File: src/rtl/pipe3_pkg.sv
// pipe3_pkg: shared definitions for the pipelined_3_stage core.
//   - opcode values and instruction field bit positions
//   - IF/ID and ID/EX pipeline register structs
//   - instruction encoders used to build the ROM image
//   - register-file reset rule (r[i] = i)
// No ports; imported by pipelined_3_stage and pipe3_alu.
package pipe3_pkg;

   localparam int WORD_W = 32;

   // Opcodes
   localparam logic [5:0] OP_NOP  = 6'h00;
   localparam logic [5:0] OP_ADD  = 6'h01;
   localparam logic [5:0] OP_SUB  = 6'h02;
   localparam logic [5:0] OP_AND  = 6'h03;
   localparam logic [5:0] OP_OR   = 6'h04;
   localparam logic [5:0] OP_XOR  = 6'h05;
   localparam logic [5:0] OP_SLT  = 6'h06;
   localparam logic [5:0] OP_ADDI = 6'h08;

   // Instruction field bit positions
   localparam int OPC_MSB = 31;
   localparam int OPC_LSB = 26;
   localparam int RS_MSB  = 25;
   localparam int RS_LSB  = 21;
   localparam int RT_MSB  = 20;
   localparam int RT_LSB  = 16;
   localparam int RD_MSB  = 15;
   localparam int RD_LSB  = 11;
   localparam int IMM_MSB = 15;
   localparam int IMM_LSB = 0;

   // IF/ID: the fetched instruction word; all-zero is a NOP.
   typedef struct packed {
      logic [WORD_W-1:0] instr;
   } if_id_t;

   // ID/EX: decoded operation with operands already resolved
   // (register values, bypassed results or the sign-extended immediate).
   // All-zero is a NOP that writes nothing.
   typedef struct packed {
      logic [5:0]        op;
      logic [WORD_W-1:0] a;
      logic [WORD_W-1:0] b;
      logic [4:0]        dest;
      logic              we;
   } id_ex_t;

   function automatic logic [31:0] enc_r(logic [5:0] op, logic [4:0] rd,
                                         logic [4:0] rs, logic [4:0] rt);
      return {op, rs, rt, rd, 11'd0};
   endfunction

   function automatic logic [31:0] enc_i(logic [5:0] op, logic [4:0] rt,
                                         logic [4:0] rs, logic [15:0] imm);
      return {op, rs, rt, imm};
   endfunction

   // Register file contents while reset is asserted.
   function automatic logic [WORD_W-1:0] reg_init(int idx);
      return WORD_W'(idx);
   endfunction

endpackage

File: src/rtl/pipe3_alu.sv
// pipe3_alu: combinational ALU for the EX stage.
// Ports:
//   op     in  6     opcode (ADDI computes the same sum as ADD)
//   a, b   in  W     operands
//   result out W     result; unrecognised opcodes give 0
module pipe3_alu
   import pipe3_pkg::*;
#(
   parameter int W = WORD_W
) (
   input  logic [5:0]   op,
   input  logic [W-1:0] a,
   input  logic [W-1:0] b,
   output logic [W-1:0] result
);

   always_comb begin
      result = '0;
      case (op)
         OP_ADD, OP_ADDI: result = a + b;
         OP_SUB:          result = a - b;
         OP_AND:          result = a & b;
         OP_OR:           result = a | b;
         OP_XOR:          result = a ^ b;
         OP_SLT:          result = ($signed(a) < $signed(b)) ? W'(1) : '0;
         default:         result = '0;
      endcase
   end

endmodule

File: src/rtl/pipelined_3_stage.sv
// pipelined_3_stage: self-contained 3-stage (IF, ID, EX/WB) pipeline with an
// internal instruction ROM, a 32x32 register file and a 32-bit ALU.
// Ports:
//   clk     in   1       rising-edge clock
//   rst     in   1       asynchronous active-low reset
//   aluout  out  DATA_W  registered ALU result of the instruction leaving EX
// The instruction at ROM word k (counted from reset release) appears on
// aluout after rising edge k+3. A single EX->ID bypass removes every stall.
module pipelined_3_stage
   import pipe3_pkg::*;
#(
   parameter int IMEM_DEPTH = 16,
   parameter int DATA_W     = WORD_W
) (
   input  logic              clk,
   input  logic              rst,
   output logic [DATA_W-1:0] aluout
);

   localparam int PC_W = (IMEM_DEPTH > 1) ? $clog2(IMEM_DEPTH) : 1;

   // Fixed program; every unlisted word is a NOP.
   function automatic logic [31:0] rom_word(int addr);
      case (addr)
         0:       return enc_r(OP_ADD,  5'd3, 5'd1, 5'd2);
         1:       return enc_r(OP_SUB,  5'd4, 5'd3, 5'd1);
         2:       return enc_r(OP_AND,  5'd5, 5'd4, 5'd7);
         3:       return enc_r(OP_OR,   5'd6, 5'd5, 5'd8);
         4:       return enc_r(OP_XOR,  5'd7, 5'd6, 5'd2);
         5:       return enc_r(OP_SLT,  5'd8, 5'd1, 5'd7);
         6:       return enc_i(OP_ADDI, 5'd9, 5'd0, 16'hFFFF);
         7:       return enc_r(OP_ADD,  5'd0, 5'd1, 5'd1);
         default: return 32'd0;
      endcase
   endfunction

   logic [PC_W-1:0]   pc;
   logic [31:0]       imem_word;
   if_id_t            if_id;
   id_ex_t            id_ex;
   id_ex_t            id_next;
   logic [DATA_W-1:0] rf [32];
   logic [DATA_W-1:0] alu_result;

   // ---------------- IF ----------------
   always_comb imem_word = rom_word(int'(pc));

   always_ff @(posedge clk or negedge rst) begin
      if (!rst) begin
         pc    <= '0;
         if_id <= '0;
      end else begin
         if_id.instr <= imem_word;
         pc          <= (pc == PC_W'(IMEM_DEPTH - 1)) ? '0 : pc + PC_W'(1);
      end
   end

   // ---------------- ID ----------------
   logic [5:0]        id_op;
   logic [4:0]        id_rs;
   logic [4:0]        id_rt;
   logic [4:0]        id_rd;
   logic [15:0]       id_imm;
   logic [DATA_W-1:0] rs_val;
   logic [DATA_W-1:0] rt_val;

   always_comb begin
      id_op  = if_id.instr[OPC_MSB:OPC_LSB];
      id_rs  = if_id.instr[RS_MSB:RS_LSB];
      id_rt  = if_id.instr[RT_MSB:RT_LSB];
      id_rd  = if_id.instr[RD_MSB:RD_LSB];
      id_imm = if_id.instr[IMM_MSB:IMM_LSB];
   end

   // id_ex.we is only ever set for a non-zero destination, so a match here
   // already implies the bypass is meaningful. Results written two cycles
   // earlier are already in rf, so no second bypass level is needed.
   always_comb begin
      rs_val = (id_rs == 5'd0) ? '0 : rf[id_rs];
      rt_val = (id_rt == 5'd0) ? '0 : rf[id_rt];
      if (id_ex.we && (id_ex.dest == id_rs)) rs_val = alu_result;
      if (id_ex.we && (id_ex.dest == id_rt)) rt_val = alu_result;
   end

   always_comb begin
      id_next = '0;
      case (id_op)
         OP_ADD, OP_SUB, OP_AND, OP_OR, OP_XOR, OP_SLT: begin
            id_next.op   = id_op;
            id_next.a    = rs_val;
            id_next.b    = rt_val;
            id_next.dest = id_rd;
            id_next.we   = (id_rd != 5'd0);
         end
         OP_ADDI: begin
            id_next.op   = id_op;
            id_next.a    = rs_val;
            id_next.b    = {{(DATA_W-16){id_imm[15]}}, id_imm};
            id_next.dest = id_rt;
            id_next.we   = (id_rt != 5'd0);
         end
         default: id_next = '0;  // NOP and unknown opcodes
      endcase
   end

   always_ff @(posedge clk or negedge rst) begin
      if (!rst) id_ex <= '0;
      else      id_ex <= id_next;
   end

   // ---------------- EX / WB ----------------
   pipe3_alu #(.W(DATA_W)) u_alu (
      .op     (id_ex.op),
      .a      (id_ex.a),
      .b      (id_ex.b),
      .result (alu_result)
   );

   always_ff @(posedge clk or negedge rst) begin
      if (!rst) begin
         aluout <= '0;
         for (int i = 0; i < 32; i++) rf[i] <= reg_init(i);
      end else begin
         aluout <= alu_result;
         if (id_ex.we) rf[id_ex.dest] <= alu_result;
      end
   end

endmodule

File: config.mk
export PLATFORM = sky130hd
export DESIGN_NAME = pipelined_3_stage
export DESIGN_NICKNAME = d
export VERILOG_FILES = /design/src/rtl/pipe3_pkg.sv /design/src/rtl/pipe3_alu.sv /design/src/rtl/pipelined_3_stage.sv
export SDC_FILE = /design/constraint.sdc
export NUM_CORES = 1
export LEC_CHECK = 0
export CAP_MARGIN = 15
export CELL_PAD_IN_SITES_DETAIL_PLACEMENT = 0
export CELL_PAD_IN_SITES_GLOBAL_PLACEMENT = 1
export CORE_ASPECT_RATIO = 1.4
export CORE_MARGIN = 10
export CORE_UTILIZATION = 40
export CTS_BUF_LIST = sky130_fd_sc_hd__clkbuf_16
export DETAILED_ROUTE_END_ITERATION = 7
export GPL_TIMING_DRIVEN = 0
export PLACE_DENSITY_LB_ADDON = 0.2
export SYNTH_ARGS = -nofsm -noshare
export SYNTH_HDL_FRONTEND = slang
export SYNTH_HIERARCHICAL = 1
export SYNTH_SLANG_ARGS = --single-unit
export TNS_END_PERCENT = 50
File: constraint.sdc
create_clock -name clk -period 10.9 [get_ports clk]
set_clock_uncertainty 0.15 [all_clocks]
set_input_delay 2.18 -clock clk [delete_from_list [all_inputs] [get_ports clk]]
set_output_delay 2.18 -clock clk [all_outputs]
set_load 0.01 [all_outputs]
**Word level (Yosys, flattened, before mapping)**

Memories as Yosys holds them, arrays and structs flattened.
Cells that the tools add are included.

- Bits in registers: 1168
- Memory bits (read-only): 216
- Input port bits: 2
- Memories kept: 1

- Add/subtract/negate cells: 3
- Order comparisons: 5
- Equality and inequality tests: 17
- Multiplexer cells: 18
- Bitwise gates (word level): 6
- Reduce and logical (&&, ||, !) cells: 9

Memories:

| memory | depth | bits a word | read ports | clocked after memory_dff | write ports | RTL line | text |
|---|---|---|---|---|---|---|---|
| (no name shown) | 8 | 27 | 1 | 0 | 0 | pipelined_3_stage.sv:24 | `case (addr)` |

Operator list:

| kind | count |
|---|---|
| 1024-bit bitwise mux | 1 |
| 32-bit binary-select mux with 5-bit select | 2 |
| 32-bit two-way mux | 10 |
| 32-bit case mux with 6 select lines | 1 |
| 32-bit demux with 5-bit select | 1 |
| 76-bit case mux with 2 select lines | 1 |
| 6-bit by 3-bit equality test with 1-bit output, second input constant | 6 |
| 32-bit adder | 1 |
| 32-bit bitwise AND | 1 |
| 32-bit less-than comparator | 1 |
| 32-bit bitwise OR | 1 |
| 32-bit subtractor | 1 |
| 32-bit bitwise XOR | 1 |
| 6-bit by 2-bit equality test with 1-bit output, second input constant | 4 |
| 6-bit greater-or-equal comparator, second input constant | 3 |
| 5-bit NOT with 6-bit output | 3 |
| 6-bit by 1-bit equality test with 1-bit output, second input constant | 2 |
| 6-bit by 4-bit equality test with 1-bit output, second input constant | 2 |
| 5-bit equality test | 2 |
| 5-bit logical NOT | 2 |
| 5-bit nonzero test | 2 |
| 6-bit by 1-bit less-than comparator with 1-bit output, second input constant | 1 |
| 6-bit OR reduction | 1 |
| 4-bit by 1-bit adder with 4-bit output, second input constant | 1 |
| other kinds (5) | 7 |

**Depth between registers and ports, before layout**

- Word-level depth: 7
- Depth in mapped cells: 15
- Depth with buffers taken out: 15

**Cells and area by module**

The synthesis kept the hierarchy.

Modules (own cells, without submodules):

| module | times used | cells an instance | area an instance (sq um) | sequential area each (sq um) |
|---|---|---|---|---|
| pipelined_3_stage | 1 | 1935 | 29173.0 | 15980.3 |
| pipe3_alu | 1 | 780 | 4961.0 | 0.0 |

**Least setup slack after synthesis**

Ideal clock, no wire load.

- Path kind: flip-flop to flip-flop
- From: register id_ex[43] (netlist name)
- To: register rf[953] (netlist name)
- Library setup time: 0.127 ns
- Arrival time: 3.389 ns
- Setup slack: 7.234 ns
- Cell stages (with the launch flop): 15
- Buffers on the path: 2
- Path through: dfrtp_1 inv_1 ha_1 buf_2 nor4_1 o31ai_1 a31oi_1 o2111ai_1 a311oi_2 nand3_1 a311o_1 nand3_1 o211ai_1 clkbuf_1 mux2_1

- Cells in the longest elaborated chain, start to end: 3
- Elaborated cells between the ends (all ways): 4
- Classes of those cells: 2 x add/sub; 2 x mux

Ends and longest elaborated chain:

| item | RTL line | text |
|---|---|---|
| start: declaration | pipelined_3_stage.sv:40 | `id_ex_t id_ex;` |
| start signal: assignment | pipelined_3_stage.sv:108 | `else id_ex <= id_next;` |
| 32-bit subtractor or 32-bit adder (tied branches) | pipe3_alu.sv:21, pipe3_alu.sv:20 |  |
| 32-bit case mux with 6 select lines (*) | pipe3_alu.sv:19 | `case (op)` |
| net alu_result[25] | pipelined_3_stage.sv:43 | `logic [DATA_W-1:0] alu_result;` |
| 1024-bit bitwise mux (*) | pipelined_3_stage.sv:125 | `if (id_ex.we) rf[id_ex.dest] <= alu_result;` |
| end signal: indexed assignment | pipelined_3_stage.sv:125 |  |
| end: declaration | pipelined_3_stage.sv:42 | `logic [DATA_W-1:0] rf [32];` |

Mark *: on every way through the listed nets, which the timed path passes. The rest lies on a longest branch.
A chain may end at the register's enable or synchronous reset.

==> flow_metrics.tcl <==
set metrics [dict create \
    outcome "completed" \
    cts_setup_buffers 0 \
    overflow 0 \
    power_leakage_nw 17.0 \
    timing.critical_path.from "id_ex[43]" \
    cp.required_ns 11.25 \
    synth_xor_area_share_pct 0.359 \
    ctsHoldBuffers 0 \
    critPathKind "flip-flop to flip-flop" \
    synth_top_area_share_pct 44.4 \
    finalWorstSetupSlack_ns 5.10 \
    async_flop_share_pct 100 \
    clock-root-buffer "clkbuf_16" \
    initial_core_util_pct 40.4 \
    crit_path_max_fanout 10 \
    grt_pass1_vias 25891 \
    startpoint_type "flip-flop" \
    fmax_ghz 0.172 \
    drive_above_1_share_pct 31.3 \
    drv_slew 0 \
    cts_tree "yes" \
    r2r-end "id_ex[65]" \
    ys_seq_area_share_pct 46.8 \
    hold_path.class "flip-flop to flip-flop" \
    die_w_um 267 \
    fin_hold_ws_ns 0.346 \
    cts_made_buffers 69 \
    setup_viol 0 \
    cts_resized 0 \
    synth_mux_area_share_pct 28.6 \
    finalCritPeriodShare_pct 53.2 \
    finalHoldViolCount 0 \
    ff2ff_path_depth 15 \
    holdCritStartpoint "rf[647]" \
    mostFrequentLayoutCells "dfrtp_1, mux2_2, nand2_1" \
    synth-compound-area-share_pct 10.2 \
    dieArea_mm2 0.0976 \
    routed_via_density 6.25 \
    dp.cells 3868 \
    yosysUniqueCellTypes 79 \
    place.gp.congestion 0.933 \
    period_minus_slack_ns 5.80 \
    synth-simple-area-share_pct 6.04 \
    drc 0 \
    maxCapViolCount 0 \
    wl_per_cell_um 32.6 \
    synth_area_leaders "dfrtp_1, mux2_2, mux4_2" \
    cts_sinks 637 \
    synth_top_family_by_area "multiplexers" \
    grt_max_degree 119 \
    postRouteAntennaNets 0 \
    crit_path_end_kind "flip-flop" \
    r2r_setup_slack_ns 5.10 \
    stdcell_count 3992 \
    relSlewSlack_pct 13.9 \
    netlist_area_mm2 0.0341 \
    htree_levels 3 \
    place_ws_ns 5.25 \
    max_stage_delay_ns 0.92 \
    layout_commonest_cell "dfrtp_1" \
    hold_end "rf[647]" \
    nets 2959 \
    fp.coreArea_mm2 0.0845 \
    synth_ff_type "dfrtp_1" \
    ys_ff_latch 637 \
    yosysTopAreaCell "dfrtp_1" \
    crit_slowest_cell "a311oi_2" \
    cts_buffer_depth 3 \
    worst_ir_drop_vdd_mv 0.101 \
    dp_hpwl_um 94100 \
    tightest_slew_ns 1.29 \
    drt_iter0_markers 2331 \
    synth_warnings 6 \
    area_growth_syn_to_layout_pct 13.0 \
    syn_inst 2715 \
    power.density_mw_per_mm2 140 \
    firstDrtPassIters 8 \
    io_pins 34 \
    fin_tns_setup_ns 0 \
    rsz0062_at_grt "false" \
    hold_depth 1 \
    antenna_found_initial 5 \
    clkLatencyLatePin_ns 0.64 \
    yosys.area_share.adder_pct 3.86 \
    path_cells "inv_1 -> ha_1 -> buf_2 -> nor4_1 -> o31ai_1 -> a31oi_1 -> o2111ai_1 -> a311oi_2 -> a31oi_1 -> nor2_1 -> nor3_1 -> a21oi_1 -> clkbuf_1 -> nand2_1 -> a21oi_1" \
    r2r-start "id_ex[43]" \
    num_antenna_cells 0 \
    path_clk_slew_ns 0.06 \
    num_rows 126 \
    wl_um 130000 \
    final_core_util_pct 45.6 \
    worstPathArrival_ns 6.16 \
    synth_edf_count 0 \
    grt_pass1_wl_um 186000 \
    track_usage_pct 26.6 \
    die_h_um 366 \
    syn_avg_cell_area_um2 12.6 \
    port_buffers 33 \
    via_count 24943 \
]
## where the power goes
group	switching, W	internal (W)	total [W]
logic	0.000135	0.000216	0.000351
registers	0.000113	0.00254	0.00265
clock network	0.00102	0.00137	0.00240
total	0.00127	0.00412	0.00540
## cell usage after synthesis (40+ instances only)
master,count
ha_1,102
a221o_1,67
mux2_2,507
o21ai_0,43
nand2_1,165
mux4_2,160
clkbuf_1,135
nand3_1,49
a22oi_1,71
buf_2,40
a21oi_1,111
nand2b_1,43
buf_1,41
inv_1,103
nor2_1,71
dfrtp_1,605
## flip-flops by register name, indices dropped and copies added (netlist names)
signal / count
id_ex: 74
if_id: 15
rf: 512
pc: 4
aluout: 32
## how the worst max path moves through the flow
stage / endpoint / slack (ns)
floorplan: rf[953] / 7.23
finish: id_ex[65] / 5.10
detailed placement: id_ex[65] / 5.25
CTS: id_ex[65] / 5.26
global route: id_ex[65] / 4.89
global placement: aluout[21] / -20.22
## logic make-up (layout without fill, tap and decap cells)
family          count (synthesis)  after routing
compound gates                483            483
xor+xnor                       14             14
fa+ha+maj                     104            104
buf+inv                       337            520
flops                         637            637
mux                           707            707
other cells                     1              7
simple gates                  432            432
## layout make-up
class                           count  area, um^2
Sequential cell                   637       16000
Clock inverter                     50         459
Clock buffer                       72        1800
Tap cell                         1088        1360
Timing Repair Buffer               61         748
Multi-Input combinational cell   1747       16800
Buffer                            231        1010
Fill cell                        7735       45900
Inverter                          106         398
## critical path, delay by kind of cell (launching register included)
family,cells,cell delay [ns]
AO/OA/AOI/OAI,7,3.40
adder cells (fa/ha/maj),1,0.28
buffers and inverters,3,0.64
flip-flops,1,0.39
AND/OR/NAND/NOR,4,0.81
## metal layers
| layer | up-vias | global-route usage (%) | part of all wire [%] |
|---|---|---|---|
| met5 | - | 0 | 0.010 |
| met2 | 1115 | 45.3 | 49 |
| met4 | 2 | 12.8 | 5.0 |
| met3 | 290 | 4.62 | 7.1 |
| met1 | 13169 | 32.3 | 39 |
| li1 | 10367 | - | - |
## through the flow
stage                     total power [W]  cell area, um^2
after global routing              0.00557            38600
after detailed placement          0.00304            36300
after floorplan                   0.00289            34200
final                             0.00540            38600
after global placement            0.00301            35800
after CTS                         0.00542            38500
(Power assumes the default switching activity.)
